File: src/rtl/enc_dec_apb_regs.sv
`default_nettype none
// ============================================================================
// Module   : enc_dec_apb_regs
// Purpose  : APB slave register bank (CTRL, DATA_IN, CODEWORD_WIDTH, NOISE)
//            that launches the encoder/decoder core and stalls writes while
//            the core is busy.
// Revision : 1.0 - initial release
// ============================================================================
module enc_dec_apb_regs #(
  parameter int AMBA_ADDR_WIDTH = 20,
  parameter int AMBA_WORD       = 32,
  parameter int DATA_WIDTH      = 32
) (
  input  logic                       clk,
  input  logic                       rst,
  input  logic                       PSEL,
  input  logic                       PENABLE,
  input  logic                       PWRITE,
  input  logic [AMBA_ADDR_WIDTH-1:0] PADDR,
  input  logic [AMBA_WORD-1:0]       PWDATA,
  output logic [AMBA_WORD-1:0]       PRDATA,
  output logic                       PREADY,
  input  logic                       operation_done,
  output logic                       start,
  output logic                       busy,
  output logic [1:0]                 ctrl,
  output logic [DATA_WIDTH-1:0]      data_in,
  output logic [1:0]                 codeword_width,
  output logic [AMBA_WORD-1:0]       noise
);

  // APB protocol states
  localparam logic [1:0] ST_IDLE   = 2'd0;
  localparam logic [1:0] ST_SETUP  = 2'd1;
  localparam logic [1:0] ST_ACCESS = 2'd2;

  // Register offsets decoded from PADDR[3:2]
  localparam logic [1:0] ADDR_CTRL  = 2'b00;
  localparam logic [1:0] ADDR_DATA  = 2'b01;
  localparam logic [1:0] ADDR_CW    = 2'b10;
  localparam logic [1:0] ADDR_NOISE = 2'b11;

  logic [1:0]           state_q, state_d;
  logic [AMBA_WORD-1:0] ctrl_q, ctrl_d;
  logic [AMBA_WORD-1:0] data_in_q, data_in_d;
  logic [AMBA_WORD-1:0] cw_q, cw_d;
  logic [AMBA_WORD-1:0] noise_q, noise_d;
  logic [AMBA_WORD-1:0] prdata_q, prdata_d;
  logic                 start_q, start_d;
  logic                 busy_q, busy_d;

  logic                 pready;
  logic                 wr_commit;
  logic                 rd_load;
  logic [1:0]           reg_sel;
  logic [AMBA_WORD-1:0] rd_mux;

  assign reg_sel = PADDR[3:2];

  // Bits that are intentionally not decoded or not forwarded to the core
  logic unused_bits;
  assign unused_bits = ^{PADDR[AMBA_ADDR_WIDTH-1:4], PADDR[1:0],
                         ctrl_q[AMBA_WORD-1:2], cw_q[AMBA_WORD-1:2], data_in_q};

  // Output decode: writes stall in ACCESS while the core is busy; reads never stall
  always_comb begin
    pready = 1'b1;
    if (state_q == ST_ACCESS && PWRITE && busy_q) begin
      pready = 1'b0;
    end
  end

  // Next-state logic for the APB transfer FSM
  always_comb begin
    state_d = state_q;
    case (state_q)
      ST_IDLE: begin
        // PSEL&PENABLE without a setup phase is not a valid transfer
        if (PSEL && !PENABLE) state_d = ST_SETUP;
      end
      ST_SETUP: begin
        if (!PSEL)             state_d = ST_IDLE;
        else if (PENABLE)      state_d = ST_ACCESS;
      end
      ST_ACCESS: begin
        if (pready) begin
          state_d = (PSEL && !PENABLE) ? ST_SETUP : ST_IDLE;
        end
      end
      default: state_d = ST_IDLE;
    endcase
  end

  // Read mux over the four registers
  always_comb begin
    rd_mux = ctrl_q;
    case (reg_sel)
      ADDR_CTRL:  rd_mux = ctrl_q;
      ADDR_DATA:  rd_mux = data_in_q;
      ADDR_CW:    rd_mux = cw_q;
      ADDR_NOISE: rd_mux = noise_q;
      default:    rd_mux = ctrl_q;
    endcase
  end

  // Register file, read-data capture and core handshake next values
  always_comb begin
    wr_commit = (state_q == ST_ACCESS) && PWRITE && pready;
    rd_load   = (state_q == ST_SETUP) && PSEL && PENABLE && !PWRITE;

    ctrl_d    = ctrl_q;
    data_in_d = data_in_q;
    cw_d      = cw_q;
    noise_d   = noise_q;
    prdata_d  = rd_load ? rd_mux : prdata_q;
    start_d   = 1'b0;
    busy_d    = busy_q;

    // busy only drops on a done pulse from an operation in flight
    if (busy_q && operation_done) busy_d = 1'b0;

    if (wr_commit) begin
      case (reg_sel)
        ADDR_CTRL: begin
          ctrl_d  = PWDATA;
          // commit implies busy_q=0, so this never double-launches the core
          start_d = 1'b1;
          busy_d  = 1'b1;
        end
        ADDR_DATA:  data_in_d = PWDATA;
        ADDR_CW:    cw_d      = PWDATA;
        ADDR_NOISE: noise_d   = PWDATA;
        default:    ctrl_d    = ctrl_q;
      endcase
    end
  end

  // State register; reset aborts any transfer or operation in progress
  always_ff @(posedge clk) begin
    if (rst) begin
      state_q   <= ST_IDLE;
      ctrl_q    <= '0;
      data_in_q <= '0;
      cw_q      <= '0;
      noise_q   <= '0;
      prdata_q  <= '0;
      start_q   <= 1'b0;
      busy_q    <= 1'b0;
    end else begin
      state_q   <= state_d;
      ctrl_q    <= ctrl_d;
      data_in_q <= data_in_d;
      cw_q      <= cw_d;
      noise_q   <= noise_d;
      prdata_q  <= prdata_d;
      start_q   <= start_d;
      busy_q    <= busy_d;
    end
  end

  assign PRDATA         = prdata_q;
  assign PREADY         = pready;
  assign start          = start_q;
  assign busy           = busy_q;
  assign ctrl           = ctrl_q[1:0];
  assign data_in        = data_in_q[DATA_WIDTH-1:0];
  assign codeword_width = cw_q[1:0];
  assign noise          = noise_q;

endmodule
`default_nettype wire

File: config.mk
export PLATFORM = sky130hd
export DESIGN_NAME = enc_dec_apb_regs
export DESIGN_NICKNAME = d
export VERILOG_FILES = /design/src/rtl/enc_dec_apb_regs.sv
export SDC_FILE = /design/constraint.sdc
export NUM_CORES = 1
export LEC_CHECK = 0
export CORE_UTILIZATION = 40
export CTS_CLUSTER_DIAMETER = 120
export DETAILED_ROUTE_END_ITERATION = 10
export PLACE_DENSITY = 0.78
export SLEW_MARGIN = 20
export SYNTH_ARGS = -nofsm -noshare
export SYNTH_HDL_FRONTEND = slang
export SYNTH_SLANG_ARGS = --single-unit
File: constraint.sdc
create_clock -name clk -period 1.62 [get_ports clk]
set_input_delay 0.324 -clock clk [delete_from_list [all_inputs] [get_ports clk]]
set_output_delay 0.324 -clock clk [all_outputs]
set_load 0.01 [all_outputs]
* Word-level counts from Yosys, hierarchy flattened *
Index checks and enable logic that the tools add are counted.
Widths: inputs -> output; s select.

word-level totals
  flip-flop bits (word level) = 164

cells by class
  equality and inequality tests = 8
  mux-type cells = 12
  bitwise logic cells = 1
  reductions and logical operators = 18

operators with widths
  operator            number
  $pmux 32 s4         1
  $logic_and 1x1->1   8
  $mux 2              4
  $reduce_and 2->1    4
  $eq 2x2->1 const B  3
  $mux 1              6
  $pmux 2 s3          1
  $eq 2x1->1 const B  2
  $logic_not 2->1     2
  $ne 2x2->1 const B  2
  $ne 3x3->1 const B  1
  $reduce_and 3->1    1
  $logic_not 1->1     2
  $reduce_or 2->1     1
  $not 1->1           1

* Longest topological paths before layout *
Gate-level depths: netlist of run 1.

  depth after elaboration = 7
  gate-level depth with buffers = 6
  depth with buffers taken out = 3

* Least setup slack after synthesis of run 1 *
Ideal clock, no wire load.

  path kind = input-to-reg
  from = input PADDR[3]
  to = register prdata_q[10] (netlist: PRDATA[10])
  library setup time = 0.117 ns
  arrival time = 1.490 ns
  required time = 1.503 ns
  slack = 0.013 ns
  cell stages on the path = 4
  buffers on the path = 2
  cell sequence = buf_4 buf_2 mux4_2 a22o_1

on the way
  word-level cells in the longest chain between the ends = 2
  elaborated cells on any way between the ends = 5
  those cells by class = eq/ne (3); mux (1); reduce/logical (1)

RTL lines
  what                                line  RTL
  start: declaration                  19    input logic [AMBA_ADDR_WIDTH-1:0] PADDR,
  $eq 2x2->1 (tied with other cells)  97    case (reg_sel)
  $pmux 32 s4 (*)                     97
  end signal: assignment              155   prdata_q <= prdata_d;
  end: declaration                    48    logic [AMBA_WORD-1:0] prdata_q, prdata_d;

Every way passes the cells marked *; elsewhere a longest branch is shown, timed or not.
A chain may end at the register's enable or synchronous reset.

* Worst setup path after layout of run 1 *
  from = register start_q (netlist: start)
  to = output start

RTL lines
  what                      line  RTL
  start: declaration        49    logic start_q, start_d;
  start signal: assignment  156   start_q <= start_d;
  end: declaration          24    output logic start,

No word-level cell between the ends.

==> impl_metrics.env, run 1 <==
export IMPL_run_status="completed"
export IMPL_cp_cell_sequence="clkdlybuf4s50_1"
export IMPL_crit_slowest_cell="clkdlybuf4s50_1"
export IMPL_synth_main_ff_cell="dfxtp_1"
export IMPL_fmax_ghz=0.631
export IMPL_crit_type="flop to output port"
export IMPL_postSynthCellCount=586
export IMPL_io_buffer_count=142
export IMPL_p_leak_nw=4.43
export IMPL_gp_congestion=0.821
export IMPL_min_period_ns=1.59
export IMPL_drt_iter0_drc=260
export IMPL_cts_buffers=17
export IMPL_finalSetupViolations=0
export IMPL_grt_overflow=0
export IMPL_worst_setup_path_start_kind="flop"
export IMPL_fin_area_sq_um=9040
export IMPL_drv_cap=0
export IMPL_clk_path_buf_depth=2
export IMPL_critical_path_top_delay_family="buffers and inverters"
export IMPL_wire_per_inst_um=17.5
export IMPL_reg2reg_to="ctrl_q[21]$_SDFFE_PP0P_"
export IMPL_finalPower_mw=8.80
export IMPL_vias_per_cell=5.20
export IMPL_yosys_register_bits=164
export IMPL_crit_buf_inv=1
export IMPL_power_density_nw_per_um2=973
export IMPL_syn_num_nets=644
export IMPL_io_pins=161
export IMPL_cts_root_buf="clkbuf_16"
export IMPL_worstPathArrival_ns=1.26
export IMPL_async_reset_ff_frac=0
export IMPL_core_sq_um=15900
export IMPL_worst_slew_pin_slew_ns=0.312
export IMPL_timing_rr_start="busy$_SDFF_PP0_"
export IMPL_fillCellCount=1349
export IMPL_critPathMaxStageDelay_ns=0.53
export IMPL_required_ns=1.30
export IMPL_vias=5022
export IMPL_die_w_um=130
export IMPL_yosysUniqueCellTypes=24
export IMPL_drcViolationCount=0
export IMPL_clk_pin_slew_ns=0.06
export IMPL_layout_drive_gt1_share=0.152
export IMPL_die_h_um=130
export IMPL_final_nets=795
export IMPL_grt_first_pass_wirelength_mm=26.4
export IMPL_antenna_cells=0
export IMPL_yosysWarnings=0
export IMPL_grt_max_degree=76
export IMPL_hold_violations=0
export IMPL_grt_pass1_vias=5166
export IMPL_drtPass1Iterations=4
export IMPL_ys_seq_area_frac=0.501
export IMPL_holdPathStages=3
export IMPL_post_place_ws_ns=-0.411
export IMPL_postRouteAntennaNets=0
export IMPL_synth_avg_cell_area_sq_um=11.2
export IMPL_rr_worst_depth=4
export IMPL_cp_end_kind="output port"
export IMPL_reg2reg_setup_slack_ns=0.08
export IMPL_dp_hpwl_mm=11.3
export IMPL_synth_edf_count=0
export IMPL_cts_sinks=164
export IMPL_whs_endpoint="data_in[30]$_SDFFE_PP0P_"
export IMPL_worstHoldPathType="primary input to flop"
export IMPL_die_area_sq_um=16900
export IMPL_slew_headroom=0.792
export IMPL_peakVddDrop_mv=0.688
export IMPL_utilization=0.567
export IMPL_setup_ws_ns=0.0344
export IMPL_htree_num_levels=4
export IMPL_place_area_sq_um=8460
export IMPL_start_util=0.411
export IMPL_rows=46
export IMPL_cp_max_fo=1
export IMPL_fin_skew_ns=0.00783
export IMPL_antenna_found_initial=0
export IMPL_drt_total_wl_mm=16.9
export IMPL_slew_viol_final=0
export IMPL_hp_start="PADDR[2]"
export IMPL_cts_tree="built"
export IMPL_worst_skew_pair_late_latency_ns=0.43
export IMPL_tns_ns=0
export IMPL_syn_to_final_growth_pct=37.9
export IMPL_synth_area_sq_um=6560
export IMPL_grtUsageTotal=0.205
export IMPL_finalCritPeriodShare=0.979
## Yosys cell counts (all sizes together), types with 2 or more instances
master,n,area [sq um]
dfxtp,164,3280
nand2,161,604
mux2i,128,1280
a22o,32,280
mux4,32,721
clkbuf,26,97.6
buf,23,146
nor2,3,11.3
a21oi,2,10.0
nand3,2,10.0
nand3b,2,15.0
## power by group
group          switching [mW]  internal [mW]
Clock                    1.70           2.64
Sequential            0.00373           4.04
Combinational           0.220          0.203
Total                    1.92           6.88
## cells by family (layout without fill, tap and decap cells)
logic type	after synthesis	in the layout	synth area share
DFF	164	164	0.501
muxes	160	160	0.305
buffers and inverters	50	214	0.0378
AOI/OAI and AO/OA	37	37	0.0479
and+or+nand+nor	175	175	0.108
## layout make-up
type,count,area [sq um],share of cell area
clock buffers,18,439,0.0486
clock inverters,14,200,0.0221
inverters,1,6.26,0.000692
multi-input cells,372,3050,0.337
flip-flops and latches,164,3280,0.363
well taps,216,270,0.0299
repair buffers,181,1790,0.198
## sequential cells by signal, summed over array words and instances (netlist names)
| register | count |
|---|---|
| PRDATA | 32 |
| noise | 32 |
| ctrl_q | 32 |
| data_in | 32 |
| cw_q | 32 |
| busy | 1 |
| state_q | 2 |
| start | 1 |
## how the worst max path moves through the flow
| stage | startpoint | end | cells after the start |
|---|---|---|---|
| floorplan | PADDR[3] | PRDATA[10]$_SDFFE_PP0P_ | 4 |
| global placement | PWRITE | ctrl_q[15]$_SDFFE_PP0P_ | 5 |
| detailed placement | PWRITE | cw_q[11]$_SDFFE_PP0P_ | 6 |
| CTS | start$_SDFF_PP0_ | start | 1 |
| global route | PWRITE | data_in[1]$_SDFFE_PP0P_ | 7 |
| finish | start$_SDFF_PP0_ | start | 1 |
## layer usage
metal  share of wire  vias up  track usage
li1                -     2360            -
met4           0.017        0       0.0773
met1            0.43     2491        0.248
met2            0.51      139        0.355
met3           0.040       32       0.0459
met5               0        -            0
## per-stage QoR
step           instances  hold WS (ns)
2_1_floorplan        586         0.393
3_3_place_gp         930         0.441
3_5_place_dp         930         0.451
4_1_cts              962         0.338
5_1_grt              966         0.377
6_report             966         0.345
## layout by cell type, fill, tap and decap left out, types with 2 or more instances in the layout
cell	count
dfxtp_1	163
nand2_1	161
mux2i_1	128
dlygate4sd2_1	101
clkdlybuf4s50_1	38
mux4_2	32
a22o_1	32
buf_4	20
clkbuf_16	19
buf_12	14
clkinv_4	4
bufinv_16	4
nor2_1	3
buf_2	3
buf_6	3
nand3b_1	2
a21oi_1	2
clkinv_2	2
clkinvlp_4	2
## repair_timing
| action | 4_1_cts | 5_1_grt |
|---|---|---|
| gates resized for setup | 106 | 3 |
| setup buffers | 0 | 2 |
| endpoints found under the setup margin | 102 | 26 |
| pin swaps | 0 | 1 |
| gates cloned | 0 | 2 |
| hold buffers | 0 | 0 |
| hold endpoints to repair | 0 | 0 |
Note: power is estimated with default switching activity, not from simulation.
==> run 2: changes to the inputs <==
--- a/config.mk
+++ b/config.mk
@@ -5,6 +5,7 @@
 export SDC_FILE = /design/constraint.sdc
 export NUM_CORES = 1
 export LEC_CHECK = 0
+export CORE_ASPECT_RATIO = 1.4
 export CORE_UTILIZATION = 40
 export CTS_CLUSTER_DIAMETER = 120
 export DETAILED_ROUTE_END_ITERATION = 10
==> impl_metrics.env, run 2 (synthesis gave the netlist of run 1 again) <==
export IMPL_grtUsageMet1=0.229
export IMPL_gp_congestion=0.770
export IMPL_power_density_nw_per_um2=951
export IMPL_cp_max_fo=25
export IMPL_layout_drive_gt1_share=0.160
export IMPL_finalPower_mw=8.56
export IMPL_holdWs_ns=0.459
export IMPL_cts_buffers=17
export IMPL_required_ns=1.91
export IMPL_setup_ws_ns=0.0637
export IMPL_layout_common_cells="161 x dfxtp_1, 161 x nand2_1, 127 x mux2i_1"
export IMPL_syn_to_final_growth_pct=37.4
export IMPL_worst_slew_pin_slew_ns=0.533
export IMPL_worst_skew_pair_late_latency_ns=0.41
export IMPL_wire_per_inst_um=18.1
export IMPL_start_util=0.407
export IMPL_min_period_ns=1.56
export IMPL_grt_max_degree=56
export IMPL_utilization=0.560
export IMPL_cts_sinks=164
export IMPL_crit_type="flop to flop"
export IMPL_die_w_um=110
export IMPL_finalSetupViolations=0
export IMPL_grt_busiest_layer="met2"
export IMPL_rows=55
export IMPL_met3_usage=0.0415
export IMPL_drtPass1Iterations=4
export IMPL_worstHoldPathType="flop to flop"
export IMPL_slew_viol_final=0
export IMPL_die_area_sq_um=16900
export IMPL_place_area_sq_um=8450
export IMPL_die_h_um=153
export IMPL_cp_end_kind="flop"
export IMPL_worst_setup_path_start_kind="flop"
export IMPL_fmax_ghz=0.643
export IMPL_drt_iter0_drc=190
export IMPL_drcViolationCount=0
export IMPL_rsz0062_at_grt="false"
export IMPL_htree_num_levels=4
export IMPL_grtUsageTotal=0.210
export IMPL_cts_tree="built"
export IMPL_crit_slowest_cell="or3_2"
export IMPL_dp_hpwl_mm=11.9
export IMPL_use_met2=0.382
export IMPL_core_sq_um=16100
export IMPL_io_pins=161
export IMPL_grt_overflow=0
export IMPL_finalCritPeriodShare=0.961
export IMPL_postRouteAntennaNets=0
export IMPL_fin_area_sq_um=9010
export IMPL_post_place_ws_ns=-0.364
export IMPL_grt_pass1_vias=5315
export IMPL_final_nets=801
export IMPL_fin_skew_ns=0.00854
export IMPL_peakVddDrop_mv=0.534
export IMPL_io_buffer_count=142
export IMPL_grt_first_pass_wirelength_mm=27.0
export IMPL_hold_violations=0
export IMPL_critPathMaxStageDelay_ns=0.48
export IMPL_vias_per_cell=5.33
export IMPL_drt_total_wl_mm=17.3
export IMPL_clk_pin_slew_ns=0.07
export IMPL_hold_buffers=0
export IMPL_antenna_found_initial=0
export IMPL_worstPathArrival_ns=1.85
export IMPL_run_status="completed"
export IMPL_clk_path_buf_depth=2
export IMPL_cp_cell_sequence="nand4bb_4, or3_2, buf_12, mux2i_1"
export IMPL_drv_cap=0
export IMPL_antenna_cells=0
export IMPL_cts_root_buf="clkbuf_16"
export IMPL_vias=5088
export IMPL_slew_headroom=0.645
export IMPL_p_leak_nw=4.53
-- run 2: metal layers --
metal	wire, um	vias to the layer above
li1	-	2373
met3	626	31
met4	487	0
met2	9330	149
met1	6840	2535
met5	0	-
-- run 2: final cells by class --
cell class	instances	area [sq um]
inverter	1	6.26
clock buffer	21	450
multi-input combinational	372	3070
sequential	164	3290
fill	1384	7090
timing repair buffer	187	1800
clock inverter	11	153
tap	199	249
-- run 2: power breakdown --
part           total, mW  switching [mW]  internal, mW
registers           4.04         0.00418          4.04
logic              0.415           0.220         0.195
clock network       4.11            1.63          2.48
-- run 2: per-stage QoR --
stage / std cells / setup TNS [ns]
after floorplan: 586 / 0
after global placement: 921 / -39.44
after detailed placement: 921 / -41.31
after CTS: 953 / 0
after global routing: 955 / 0
final: 955 / 0
-- run 2: worst paths after layout --
kind | slack, ns | cells past startpoint | from | to
hold / removal | 0.46 | 2 | ctrl_q[9]$_SDFFE_PP0P_ | ctrl_q[9]$_SDFFE_PP0P_
setup reg to reg | 0.06 | 4 | state_q[0]$_SDFFE_PP0P_ | ctrl_q[19]$_SDFFE_PP0P_
setup / recovery | 0.06 | 4 | state_q[0]$_SDFFE_PP0P_ | ctrl_q[19]$_SDFFE_PP0P_
hold reg to reg | 0.46 | 2 | ctrl_q[9]$_SDFFE_PP0P_ | ctrl_q[9]$_SDFFE_PP0P_
-- run 2: worst max-delay path: cells and delay by family, from the launching register on --
kind | cells | cell delay, ns
DFF | 1 | 0.34
and+or+nand+nor | 2 | 0.72
muxes | 1 | 0.14
buffers and inverters | 1 | 0.21
-- run 2: what timing repair did --
item                                    in CTS  in global routing
pin swaps                                    0                  3
gates cloned                                 0                  1
endpoints found under the setup margin      97                 17
buffers inserted                             0                  2
gates resized for setup                     99                 14
==> run 3: changes to the inputs <==
--- a/config.mk
+++ b/config.mk
@@ -6,6 +6,7 @@
 export NUM_CORES = 1
 export LEC_CHECK = 0
 export CORE_ASPECT_RATIO = 1.4
+export CORE_MARGIN = 2
 export CORE_UTILIZATION = 40
 export CTS_CLUSTER_DIAMETER = 120
 export DETAILED_ROUTE_END_ITERATION = 10
==> impl_metrics.env, run 3 (synthesis gave the netlist of run 1 again) <==
export IMPL_drt_total_wl_mm=17.5
export IMPL_hold_violations=0
export IMPL_fmax_ghz=0.635
export IMPL_worstPathArrival_ns=1.25
export IMPL_crit_buf_inv=1
export IMPL_grt_pass1_vias=5435
export IMPL_io_buffer_count=142
export IMPL_crit_slowest_cell="clkdlybuf4s50_1"
export IMPL_die_w_um=112
export IMPL_grtUsageTotal=0.199
export IMPL_fin_skew_ns=0.00816
export IMPL_drv_cap=0
export IMPL_wl_met1_mm=6.89
export IMPL_holdWs_ns=0.461
export IMPL_critPathMaxStageDelay_ns=0.53
export IMPL_crit_type="flop to output port"
export IMPL_layout_drive_gt1_share=0.151
export IMPL_core_sq_um=16100
export IMPL_cts_buffers=17
export IMPL_cp_cell_sequence="clkdlybuf4s50_1"
export IMPL_power_density_nw_per_um2=949
export IMPL_die_area_sq_um=17400
export IMPL_drtPass1Iterations=4
export IMPL_cp_end_kind="output port"
export IMPL_dp_hpwl_mm=12.2
export IMPL_vias_per_cell=5.27
export IMPL_cts_sinks=164
export IMPL_finalSetupViolations=0
export IMPL_drcViolationCount=0
export IMPL_htree_num_levels=4
export IMPL_drt_iter0_drc=183
export IMPL_clk_pin_slew_ns=0.07
export IMPL_dr_wl_met3_um=858
export IMPL_rows=55
export IMPL_io_pins=161
export IMPL_min_period_ns=1.57
export IMPL_peakVddDrop_mv=0.716
export IMPL_grt_max_degree=56
export IMPL_met2_length_mm=9.19
export IMPL_fillCellCount=1394
export IMPL_finalCritPeriodShare=0.971
export IMPL_start_util=0.407
export IMPL_p_leak_nw=4.40
export IMPL_grt_overflow=0
export IMPL_die_h_um=155
export IMPL_slew_viol_final=0
export IMPL_critical_path_top_delay_family="buffers and inverters"
export IMPL_layout_common_cells="162 x dfxtp_1, 161 x nand2_1, 128 x mux2i_1"
export IMPL_worst_setup_path_start_kind="flop"
export IMPL_required_ns=1.30
export IMPL_vias=4999
export IMPL_postRouteAntennaNets=0
export IMPL_worst_slew_pin_slew_ns=0.366
export IMPL_cts_root_buf="clkbuf_16"
export IMPL_topRoutingLayerUsed="met4"
export IMPL_worst_skew_pair_late_latency_ns=0.42
export IMPL_grt_first_pass_wirelength_mm=27.7
export IMPL_clk_path_buf_depth=2
export IMPL_gp_congestion=0.808
export IMPL_cp_max_fo=1
export IMPL_tns_ns=0
export IMPL_run_status="completed"
export IMPL_wire_per_inst_um=18.4
export IMPL_syn_to_final_growth_pct=35.7
export IMPL_final_nets=794
export IMPL_worstHoldPathType="flop to flop"
export IMPL_antenna_found_initial=1
export IMPL_mostFrequentLayoutCell="dfxtp_1"
export IMPL_slew_headroom=0.756
export IMPL_cts_tree="built"
==> run 3: area by class of cell <==
| class | instances | area [sq um] | area share |
|---|---|---|---|
| flip-flops and latches | 164 | 3290 | 0.369 |
| multi-input cells | 372 | 3050 | 0.343 |
| repair buffers | 180 | 1720 | 0.193 |
| clock buffers | 18 | 429 | 0.0482 |
| well taps | 199 | 249 | 0.0280 |
| clock inverters | 14 | 159 | 0.0179 |
| inverters | 1 | 6.26 | 0.000703 |
| diodes | 1 | 2.50 | 0.000281 |
==> run 3: routing by layer <==
layer,GRT usage,vias up
met3,0.0409,34
met1,0.215,2455
met4,0.0918,0
met5,0,-
li1,-,2360
met2,0.371,150
==> run 3: timing repair <==
action / 4_1_cts / 5_1_grt
resized for setup: 104 / 5
endpoints found under the setup margin: 119 / 7
pin swaps: 0 / 2
hold buffers: 0 / 0
gates cloned: 0 / 1
buffers inserted: 0 / 1
==> run 3: metrics by stage <==
step | std cells | instance area, sq um | power [mW] | util | setup slack [ns]
CTS | 946 | 8860 | 8.52 | 0.550 | 0.00339
floorplan | 586 | 6560 | 4.32 | - | 0.0134
global route | 949 | 8900 | 8.68 | 0.553 | -0.00550
detailed placement | 914 | 8390 | 4.54 | 0.521 | -0.469
finish | 949 | 8900 | 8.44 | 0.553 | 0.0463
global placement | 914 | 8390 | 4.53 | 0.521 | -0.417
==> run 3: power by group <==
| part | leakage (nW) | internal [mW] | switching (mW) | total (mW) |
|---|---|---|---|---|
| clock | 0.283 | 2.20 | 1.80 | 4.00 |
| combinational | 2.79 | 0.189 | 0.219 | 0.408 |
| sequential | 1.32 | 4.03 | 0.00405 | 4.04 |
==> run 3: path summary, 6_finish.rpt <==
check	start	endpoint	slack, ns	cells past startpoint
worst max register to register	busy$_SDFF_PP0_	data_in[14]$_SDFFE_PP0P_	0.06	6
worst max-delay path	start$_SDFF_PP0_	start	0.05	1
worst min-delay path	ctrl_q[5]$_SDFFE_PP0P_	ctrl_q[5]$_SDFFE_PP0P_	0.46	2
worst min register to register	ctrl_q[5]$_SDFFE_PP0P_	ctrl_q[5]$_SDFFE_PP0P_	0.46	2
